## config.mk

```make
export PLATFORM = sky130hd
export DESIGN_NAME = fpu_op_scheduler_flat
export DESIGN_NICKNAME = d
export VERILOG_FILES = /design/src/rtl/fpu_sched_pkg.sv /design/src/rtl/fpu_op_scheduler_if.sv /design/src/rtl/fpu_rr_arbiter.sv /design/src/rtl/fpu_op_scheduler.sv /design/src/flat_wrapper.sv
export SDC_FILE = /design/constraint.sdc
export NUM_CORES = 1
export LEC_CHECK = 0
export CORE_AREA = 4 4 160 162
export DETAILED_ROUTE_END_ITERATION = 16
export DIE_AREA = 0 0 164 166
export PLACE_DENSITY = 0.67
export SLEW_MARGIN = 10
export SYNTH_ARGS = -nofsm -noshare
export SYNTH_HDL_FRONTEND = slang
export SYNTH_SLANG_ARGS = --single-unit
```

## constraint.sdc

```tcl
create_clock -name i_clk -period 6.51 [get_ports i_clk]
set_input_delay 1.302 -clock i_clk [delete_from_list [all_inputs] [get_ports i_clk]]
set_output_delay 1.302 -clock i_clk [all_outputs]
set_load 0.05 [all_outputs]
```

## src/rtl/fpu_sched_pkg.sv

```systemverilog
// Shared types and constants for the FPU operation scheduler.
package fpu_sched_pkg;

    localparam int unsigned DATA_W = 32;

    localparam logic [3:0]        FPU_OP_ADD = 4'b0001;
    localparam logic [DATA_W-1:0] QNAN       = 32'h7FC00000;

    typedef enum logic [1:0] {
        StIdle,
        StWait,
        StResp
    } state_e;

endpackage

```

## src/rtl/fpu_op_scheduler_if.sv

```systemverilog
// Requester, FPU and response signals of the scheduler, with both-side modports.
interface fpu_op_scheduler_if #(
    parameter int unsigned N_REQ = 4
);
    import fpu_sched_pkg::*;

    logic [N_REQ-1:0]        req_valid;
    logic [N_REQ-1:0]        req_ready;
    logic [4*N_REQ-1:0]      req_op;
    logic [DATA_W*N_REQ-1:0] req_a;
    logic [DATA_W*N_REQ-1:0] req_b;
    logic [3:0]              fpu_op;
    logic [DATA_W-1:0]       fpu_a;
    logic [DATA_W-1:0]       fpu_b;
    logic [DATA_W-1:0]       fpu_c;
    logic [N_REQ-1:0]        rsp_valid;
    logic [DATA_W-1:0]       rsp_data;
    logic                    rsp_err;
    logic                    busy;

    modport slave (
        input  req_valid, req_op, req_a, req_b, fpu_c,
        output req_ready, fpu_op, fpu_a, fpu_b, rsp_valid, rsp_data, rsp_err, busy
    );

    // Requesters and the FPU itself, as seen by whoever drives them.
    modport master (
        output req_valid, req_op, req_a, req_b, fpu_c,
        input  req_ready, fpu_op, fpu_a, fpu_b, rsp_valid, rsp_data, rsp_err, busy
    );

endinterface

```

## src/rtl/fpu_rr_arbiter.sv

```systemverilog
// Round-robin arbiter: one-hot grant to the first request at or after ptr, wrapping.
module fpu_rr_arbiter #(
    parameter  int unsigned N_REQ = 4,
    localparam int unsigned ID_W  = $clog2(N_REQ)
) (
    input  logic [N_REQ-1:0] req,
    input  logic [ID_W-1:0]  ptr,
    output logic [N_REQ-1:0] gnt,
    output logic [ID_W-1:0]  id
);

    logic [ID_W-1:0] sel;

    // Walk offsets from farthest to nearest so the nearest valid request wins.
    always_comb begin
        gnt = '0;
        id  = '0;
        sel = '0;
        for (int i = N_REQ - 1; i >= 0; i--) begin
            sel = ID_W'((32'(ptr) + 32'(i)) % N_REQ);
            if (req[sel]) begin
                gnt      = '0;
                gnt[sel] = 1'b1;
                id       = sel;
            end
        end
    end

endmodule

```

## src/rtl/fpu_op_scheduler.sv

```systemverilog
// Arbitrates N_REQ requesters onto one fixed-latency FPU and returns one-cycle responses.
// Build option FPU_SCHED_FIXED_PRIO_EN: fixed priority (lowest index wins) instead of round-robin.
module fpu_op_scheduler
    import fpu_sched_pkg::*;
#(
    parameter int unsigned N_REQ   = 4,
    parameter int unsigned FPU_LAT = 4,
    parameter logic [15:0] OP_MASK = 16'h0002
) (
    input logic               i_clk,
    input logic               i_reset,
    fpu_op_scheduler_if.slave bus
);

    localparam int unsigned ID_W  = $clog2(N_REQ);
    localparam int unsigned CNT_W = $clog2(FPU_LAT + 1);

    state_e            state_q, state_d;
    logic [CNT_W-1:0]  cnt_q, cnt_d;
    logic [3:0]        op_q, op_d;
    logic [DATA_W-1:0] a_q, a_d, b_q, b_d;
    logic [ID_W-1:0]   id_q, id_d;
    logic [DATA_W-1:0] rsp_data_q, rsp_data_d;
    logic              rsp_err_q, rsp_err_d;

    logic [ID_W-1:0]   ptr;
    logic [ID_W-1:0]   gnt_id;
    logic [N_REQ-1:0]  gnt;
    logic              hs;
    logic [3:0]        sel_op;
    logic [DATA_W-1:0] sel_a, sel_b;

    fpu_rr_arbiter #(
        .N_REQ (N_REQ)
    ) u_arb (
        .req (bus.req_valid),
        .ptr (ptr),
        .gnt (gnt),
        .id  (gnt_id)
    );

    assign hs = (state_q == StIdle) && (|gnt);

`ifdef FPU_SCHED_FIXED_PRIO_EN
    assign ptr = '0;
`else
    logic [ID_W-1:0] rr_q, rr_d;

    assign rr_d = !hs ? rr_q : (gnt_id == ID_W'(N_REQ - 1)) ? '0 : gnt_id + 1'b1;
    assign ptr  = rr_q;

    always_ff @(posedge i_clk or negedge i_reset) begin
        if (!i_reset) rr_q <= '0;
        else          rr_q <= rr_d;
    end
`endif

    always_comb begin
        sel_op = '0;
        sel_a  = '0;
        sel_b  = '0;
        for (int unsigned k = 0; k < N_REQ; k++) begin
            if (gnt_id == ID_W'(k)) begin
                sel_op = bus.req_op[4*k +: 4];
                sel_a  = bus.req_a[DATA_W*k +: DATA_W];
                sel_b  = bus.req_b[DATA_W*k +: DATA_W];
            end
        end
    end

    always_comb begin
        state_d    = state_q;
        cnt_d      = cnt_q;
        op_d       = op_q;
        a_d        = a_q;
        b_d        = b_q;
        id_d       = id_q;
        rsp_data_d = rsp_data_q;
        rsp_err_d  = rsp_err_q;
        unique case (state_q)
            StIdle: begin
                if (hs) begin
                    op_d  = sel_op;
                    a_d   = sel_a;
                    b_d   = sel_b;
                    id_d  = gnt_id;
                    cnt_d = '0;
                    // Unsupported ops skip the FPU entirely.
                    if (OP_MASK[sel_op]) begin
                        state_d   = StWait;
                        rsp_err_d = 1'b0;
                    end else begin
                        state_d    = StResp;
                        rsp_data_d = QNAN;
                        rsp_err_d  = 1'b1;
                    end
                end
            end
            StWait: begin
                cnt_d = cnt_q + 1'b1;
                if (cnt_q == CNT_W'(FPU_LAT - 1)) begin
                    rsp_data_d = bus.fpu_c;
                    rsp_err_d  = 1'b0;
                    state_d    = StResp;
                end
            end
            StResp:  state_d = StIdle;
            default: state_d = StIdle;
        endcase
    end

    always_ff @(posedge i_clk or negedge i_reset) begin
        if (!i_reset) begin
            state_q    <= StIdle;
            cnt_q      <= '0;
            op_q       <= '0;
            a_q        <= '0;
            b_q        <= '0;
            id_q       <= '0;
            rsp_data_q <= '0;
            rsp_err_q  <= 1'b0;
        end else begin
            state_q    <= state_d;
            cnt_q      <= cnt_d;
            op_q       <= op_d;
            a_q        <= a_d;
            b_q        <= b_d;
            id_q       <= id_d;
            rsp_data_q <= rsp_data_d;
            rsp_err_q  <= rsp_err_d;
        end
    end

    // Ready is gated by reset so nothing looks accepted while reset is held.
    always_comb begin
        bus.req_ready = '0;
        bus.fpu_op    = '0;
        bus.fpu_a     = '0;
        bus.fpu_b     = '0;
        bus.rsp_valid = '0;
        bus.rsp_err   = 1'b0;
        if (state_q == StIdle && i_reset) bus.req_ready = gnt;
        if (state_q == StWait) begin
            bus.fpu_op = op_q;
            bus.fpu_a  = a_q;
            bus.fpu_b  = b_q;
        end
        if (state_q == StResp) begin
            bus.rsp_valid[id_q] = 1'b1;
            bus.rsp_err         = rsp_err_q;
        end
    end

    assign bus.rsp_data = rsp_data_q;
    assign bus.busy     = (state_q != StIdle);

endmodule

```

## src/flat_wrapper.sv

```systemverilog
// flat-port wrapper written by rule: the top's interface ports become plain ports
module fpu_op_scheduler_flat import fpu_sched_pkg::*;
#(
    parameter int unsigned N_REQ   = 4,
    parameter int unsigned FPU_LAT = 4,
    parameter logic [15:0] OP_MASK = 16'h0002
)
  (i_clk, i_reset, bus_req_valid, bus_req_op, bus_req_a, bus_req_b, bus_fpu_c, bus_req_ready, bus_fpu_op, bus_fpu_a, bus_fpu_b, bus_rsp_valid, bus_rsp_data, bus_rsp_err, bus_busy);
  fpu_op_scheduler_if #(.N_REQ(N_REQ)) bus_i ();
  input logic i_clk;
  input logic i_reset;
  input wire logic [$bits(bus_i.req_valid)-1:0] bus_req_valid;
  input wire logic [$bits(bus_i.req_op)-1:0] bus_req_op;
  input wire logic [$bits(bus_i.req_a)-1:0] bus_req_a;
  input wire logic [$bits(bus_i.req_b)-1:0] bus_req_b;
  input wire logic [$bits(bus_i.fpu_c)-1:0] bus_fpu_c;
  output wire logic [$bits(bus_i.req_ready)-1:0] bus_req_ready;
  output wire logic [$bits(bus_i.fpu_op)-1:0] bus_fpu_op;
  output wire logic [$bits(bus_i.fpu_a)-1:0] bus_fpu_a;
  output wire logic [$bits(bus_i.fpu_b)-1:0] bus_fpu_b;
  output wire logic [$bits(bus_i.rsp_valid)-1:0] bus_rsp_valid;
  output wire logic [$bits(bus_i.rsp_data)-1:0] bus_rsp_data;
  output wire logic [$bits(bus_i.rsp_err)-1:0] bus_rsp_err;
  output wire logic [$bits(bus_i.busy)-1:0] bus_busy;
  assign bus_i.req_valid = bus_req_valid;
  assign bus_i.req_op = bus_req_op;
  assign bus_i.req_a = bus_req_a;
  assign bus_i.req_b = bus_req_b;
  assign bus_i.fpu_c = bus_fpu_c;
  assign bus_req_ready = bus_i.req_ready;
  assign bus_fpu_op = bus_i.fpu_op;
  assign bus_fpu_a = bus_i.fpu_a;
  assign bus_fpu_b = bus_i.fpu_b;
  assign bus_rsp_valid = bus_i.rsp_valid;
  assign bus_rsp_data = bus_i.rsp_data;
  assign bus_rsp_err = bus_i.rsp_err;
  assign bus_busy = bus_i.busy;
  fpu_op_scheduler #(.N_REQ(N_REQ), .FPU_LAT(FPU_LAT), .OP_MASK(OP_MASK)) u_core (.i_clk(i_clk), .i_reset(i_reset), .bus(bus_i));
endmodule
```

* Yosys cells after proc, flatten, opt, wreduce, memory -nomap -nowiden
Memory sizes are Yosys's and may differ from the RTL's. Index checks and enable logic that the tools add are counted.
Word-level totals: register bits after elaboration 110, bits in read-only memories 16, word-level logic and storage cells 112, memories kept 1
Cells by class: add/subtract/negate cells 5, $lt $le $gt $ge 11, equality and inequality tests 9, mux-type cells 60, reduce and logical (&&, ||, !) cells 17
Memory list:
- (name not given) | words 16, bits a word 1, read ports 1, clocked after Yosys merged registers in 0, write ports 0, line fpu_op_scheduler.sv:89 | if (OP_MASK[sel_op]) begin
Operators with widths (count):
- $mux 32 | 13
- $pmux 32 s2 | 1
- $mux 4 | 11
- $mux 2 | 8
- $lt 2x3->1 const B | 5
- $mux 1 | 14
- $demux 1 s2 | 5
- $ge 2x1->1 const B | 5
- $bmux 1 s2 | 4
- $logic_and 1x1->1 | 7
- $eq 2x2->1 const B | 3
- $pmux 3 s2 | 1
- $reduce_and 2->1 | 3
- $lt 4x5->1 const B | 1
- $add 2x1->2 const B | 2
- $add 2x2->2 const B | 2
- $eq 2x1->1 const B | 2
- $logic_not 2->1 | 2
- $ne 2x1->1 const B | 2
- $pmux 2 s2 | 1
- $reduce_and 4->1 | 1
- $reduce_bool 2->1 | 2
- $reduce_or 4->1 | 1
- $add 3x1->3 const B | 1
- other kinds (5) | 5

* Longest topological paths before layout
word-level depth 17, depth in mapped cells 18

* Cells and area by module
Synthesis repeated with hierarchy kept, for this count alone.
Unflattened totals: cell total of the unflattened synthesis 863, area, all modules 7220.7 um^2
Modules (own cells, without submodules):
- fpu_op_scheduler | instances 1, cells an instance 803, area each 6725.2 um^2, sequential area each 2752.6 um^2
- fpu_rr_arbiter | instances 1, cells an instance 60, area each 495.5 um^2, sequential area each 0.0 um^2

* Least setup slack after synthesis
Ideal clock, no wire load.
path type input to output, from input port bus_req_valid[3], to output port bus_req_ready[1], data arrival time 3159 ps, required time 5208 ps, path slack 2049 ps, cell stages on the path 6, buffers on the path 2, path through clkbuf_1 -> mux4_2 -> buf_2 -> o31ai_1 -> a311oi_2 -> nor2_1
On the way: longest elaborated chain between the ends 7, elaborated cells between the ends (all ways) 13
Ends and longest elaborated chain:
- from (decl) | line flat_wrapper.sv:12 | input wire logic [$bits(bus_i.req_valid)-1:0] bus_req_valid;
- $bmux 1 s2 | line fpu_rr_arbiter.sv:21 | if (req[sel]) begin
- $mux 1 (not written as such) | line fpu_rr_arbiter.sv:21
- $mux 4 (3 in a row) | line fpu_rr_arbiter.sv:21
- $mux 4 * | line fpu_rr_arbiter.sv:21
- $mux 4 * | line fpu_op_scheduler.sv:142 | if (state_q == StIdle && i_reset) bus.req_ready = gnt;
- to (decl) | line flat_wrapper.sv:17 | output wire logic [$bits(bus_i.req_ready)-1:0] bus_req_ready;
Every way passes the cells marked *; elsewhere a longest branch is shown, timed or not. The select of a mux whose other input is x is not followed.

* Final worst setup path
from input port bus_req_valid[2], to output port bus_req_ready[1]
Same word-level chain as after synthesis.

==> run_results.csv <==
group,metric,value,unit
sta,setup_tns,0,ns
floorplan,die_x,164,um
power_and_ir_drop,p_sw_share,46.4,%
sta,fin_crit,5.47,ns
synth,syn_nets,1198,
synth,ys_types,53,
global_routing,grt_pass1_wl,43.4,mm
synth,synth_largest_area_cell,"dfrtp_1",
setup_path,crit_path_start_kind,"primary input",
synth,synth_area_per_cell,8.70,um2
power_and_ir_drop,powerDensity,500,nW/um2
floorplan,start_util,31.7,%
synth,synth_compound_area_share,20.7,%
layout,fillerInstances,2352,
placed_design,io_buffers,419,
setup_path,required,5.21,ns
floorplan,core,24100,um2
synth,synthXorXnorAreaFrac,0,%
synth,synth_fa_ha_area_share,1.80,%
setup_path,worstReg2RegEnd,"u_core.state_q[1]",
synth,ys_top_cells_by_area,"dfrtp_1 36%, mux2_4 13%, nand2_1 6.9%",
clock_tree,cts_tree,"yes",
setup_path,r2r-start,"u_core.ptr[0]",
detailed_routing,drt_wl_total,29.1,mm
layout,utilization,51.2,%
power_and_ir_drop,p_comb_share,73.4,%
floorplan,die_h,166,um
sta,fin_skew,0.0104,ns
placed_design,dp_hpwl,22.2,mm
global_routing,antenna_found_initial,3,
synth,synth_simple_gate_area_share,20.3,%
floorplan,ios,420,
detailed_routing,wire_per_inst,18.5,um
hold_path,hold_path_depth,1,
setup_path,cp.arrival,4.17,ns
synth,syn_inst,877,
layout,nNetsFinal,1564,
layout,fin_area,12300,um2
setup_path,startpoint,"bus_req_valid[2]",
clock_tree,post_cts_resize_count,0,
clock_tree,cts_max_level,3,
power_and_ir_drop,vdd_drop_max,0.000462,V
sta,finalHoldViolCount,0,
setup_path,critical_path.max_fanout,12,
layout,syn_to_final_growth,61.6,%
sta,setup_slack,1.04,ns
synth,muxShareOfSynthArea,15.9,%
clock_tree,hold_buffers,0,
global_routing,globalRouteTotalUtil,20.2,%
floorplan,rows,57,
placed_design,placed_area,12000,um2
power_and_ir_drop,p_leak,0.00503,uW
detailed_routing,ant_nets,0,
setup_path,critPathKind,"primary input to primary output",
detailed_routing,drtIter0Drc,440,
clock_tree,cts_root_buffer,"clkbuf_16",
detailed_routing,drt-pass1-iter-count,5,
clock_tree,cts_buffer_depth,2,
synth,synth_top_family_by_area,"compound AO/OA/AOI/OAI gates",
detailed_routing,drc,0,
setup_path,crit_path_end_kind,"primary output",
clock_tree,cts_setup_buffers,0,
outcome,status,"finished, final reports clean",
synth,synth_edf_count,0,
sta,fmax,0.183,GHz
clock_tree,clkTransAtPathRegs,0.08,ns
detailed_routing,avgViaCountPerCell,4.92,
sta,finalCritPeriodShare,84.1,%
sta,relSlewSlack,25.9,%
floorplan,design.die.area,27200,um2
clock_tree,clock_latency,0.35,ns
clock_tree,cts_sinks,110,
power_and_ir_drop,p_switching,2860,uW
synth,seq_area_frac_synth,36.1,%
setup_path,r2r_setup_slack,1.52,ns
synth,synth_area,7630,um2
sta,maxSlewViolCount,0,
power_and_ir_drop,p_int,3300,uW
synth,yosys_warnings,0,
synth,ys_async_sr_fraction,100,%
placed_design,finalWeightedCongestion,0.899,
flow_run,maxCapViolations,0,
detailed_routing,num_vias,7746,
synth,yosysTopAreaCellShare,36.1,%
placed_design,dpl_worst_slack,0.970,ns
synth,ys.flop_type,"dfrtp_1",
power_and_ir_drop,p_clk_share,9.1,%
global_routing,grt.overflow.total,0,
setup_path,worst-r2r-cell-count,14,
layout,drive_gt1_share,9.13,%
sta,worst_pin_slew,1.11,ns
global_routing,grt_max_degree,90,
global_routing,grt_pass1_vias,7600,
sta,setup-violations-final,0,
hold_path,hold_class,"flop to flop",
sta,rsz0062_at_grt,"no",
synth,ys_ff_latch,110,
clock_tree,numCtsBuffers,9,
power_and_ir_drop,p_seq_share,17.5,%
setup_path,crit_end,"bus_req_ready[1]",
==> stage by stage <==
stage	hold slack, ns	total power [uW]	cells
after floorplan	0.446	4580	877
after global placement	0.463	5580	1556
after detailed placement	0.473	5650	1556
after CTS	0.484	6220	1572
after global routing	0.513	6690	1574
final	0.486	6170	1575
==> flip-flops by register name (all words and copies together), names as in the netlist <==
register             count
u_core.state_q           2
u_core.bus.rsp_data     32
u_core.b_q              32
u_core.id_q              2
u_core.ptr               2
u_core.rsp_err_q         1
u_core.cnt_q             3
u_core.op_q              4
u_core.a_q              32
==> worst min-delay path by stage <==
stage	from	end	slack, ns
global route	u_core.cnt_q[0]	u_core.cnt_q[0]	0.51
global placement	u_core.cnt_q[0]	u_core.cnt_q[0]	0.46
floorplan	u_core.cnt_q[0]	u_core.cnt_q[0]	0.45
detailed placement	u_core.cnt_q[0]	u_core.cnt_q[0]	0.47
finish	u_core.cnt_q[0]	u_core.cnt_q[0]	0.49
CTS	u_core.cnt_q[0]	u_core.cnt_q[0]	0.48
==> Yosys cell counts, types with 2 or more instances <==
master    count
nand2b_1      6
buf_1         5
nor2_1       79
a22oi_1      65
o21ai_0      64
mux2i_1       9
clkbuf_1     60
o211ai_1      4
mux2_4       65
dfrtp_1     110
a41o_1        2
mux4_2        4
and3_1        3
nand2_1     140
nor3b_1       3
a21oi_1      91
o21a_1        2
o31a_1        3
and2_1       67
and3b_1       2
nand3b_1     10
nor3_1        2
nor2b_1       6
o22ai_1       4
inv_1        14
a211oi_1      3
mux2_2        5
nor4bb_1      2
a221oi_1      3
buf_6         7
o31ai_1       3
buf_2         3
ha_1         11
==> final cells by class <==
class | instances | area [um2] | share of cell area (%)
multi-input cells | 677 | 4530 | 36.7
repair buffers | 431 | 4290 | 34.8
flip-flops and latches | 110 | 2750 | 22.3
well taps | 324 | 405 | 3.29
clock buffers | 9 | 225 | 1.83
clock inverters | 7 | 67.6 | 0.548
inverters | 14 | 52.6 | 0.426
diodes | 3 | 7.51 | 0.0609
==> power groups by stage <==
| stage | clock network (uW) | logic, uW | registers [uW] |
|---|---|---|---|
| floorplan | 0 | 3540 | 1040 |
| global placement | 0 | 4490 | 1080 |
| detailed placement | 0 | 4560 | 1080 |
| CTS | 580 | 4560 | 1080 |
| global route | 606 | 4970 | 1110 |
| finish | 559 | 4530 | 1080 |
==> kinds of logic after synthesis <==
kind of cell / after synthesis
and+or+nand+nor: 327
adders and majority gates: 11
AOI/OAI and AO/OA: 256
DFF: 110
muxes: 83
buffers and inverters: 90
==> layer usage <==
| layer | up-vias | part of all wire [%] | GRT usage [%] |
|---|---|---|---|
| li1 | 3804 | - | - |
| met1 | 3585 | 40 | 24.9 |
| met2 | 324 | 49 | 34.7 |
| met3 | 33 | 8.4 | 5.46 |
| met4 | 0 | 2.1 | 5.76 |
| met5 | - | 0 | 0 |
==> cell usage in the layout (no fill, tap or decap), types with 4 or more instances in the layout <==
| cell | n |
|---|---|
| mux2i_1 | 9 |
| o211ai_1 | 4 |
| inv_1 | 14 |
| clkdlybuf4s50_1 | 418 |
| dfrtp_1 | 110 |
| nand2_1 | 140 |
| nand3b_1 | 10 |
| clkbuf_16 | 9 |
| mux4_2 | 4 |
| nor2b_1 | 5 |
| a21oi_1 | 91 |
| mux2_2 | 5 |
| buf_4 | 12 |
| nand2b_1 | 6 |
| and2_1 | 67 |
| a22oi_1 | 65 |
| o22ai_1 | 4 |
| nor2_1 | 78 |
| o21ai_0 | 64 |
| mux2_4 | 65 |
| ha_1 | 8 |
==> critical path, cell delays in order <==
cell             delay (ns)
clkdlybuf4s50_1        0.67
and4b_1                0.23
or4_1                  0.61
a311oi_2               0.54
nor2_1                 0.09
clkdlybuf4s50_1        0.72
Note: power is estimated with default switching activity, not from simulation.
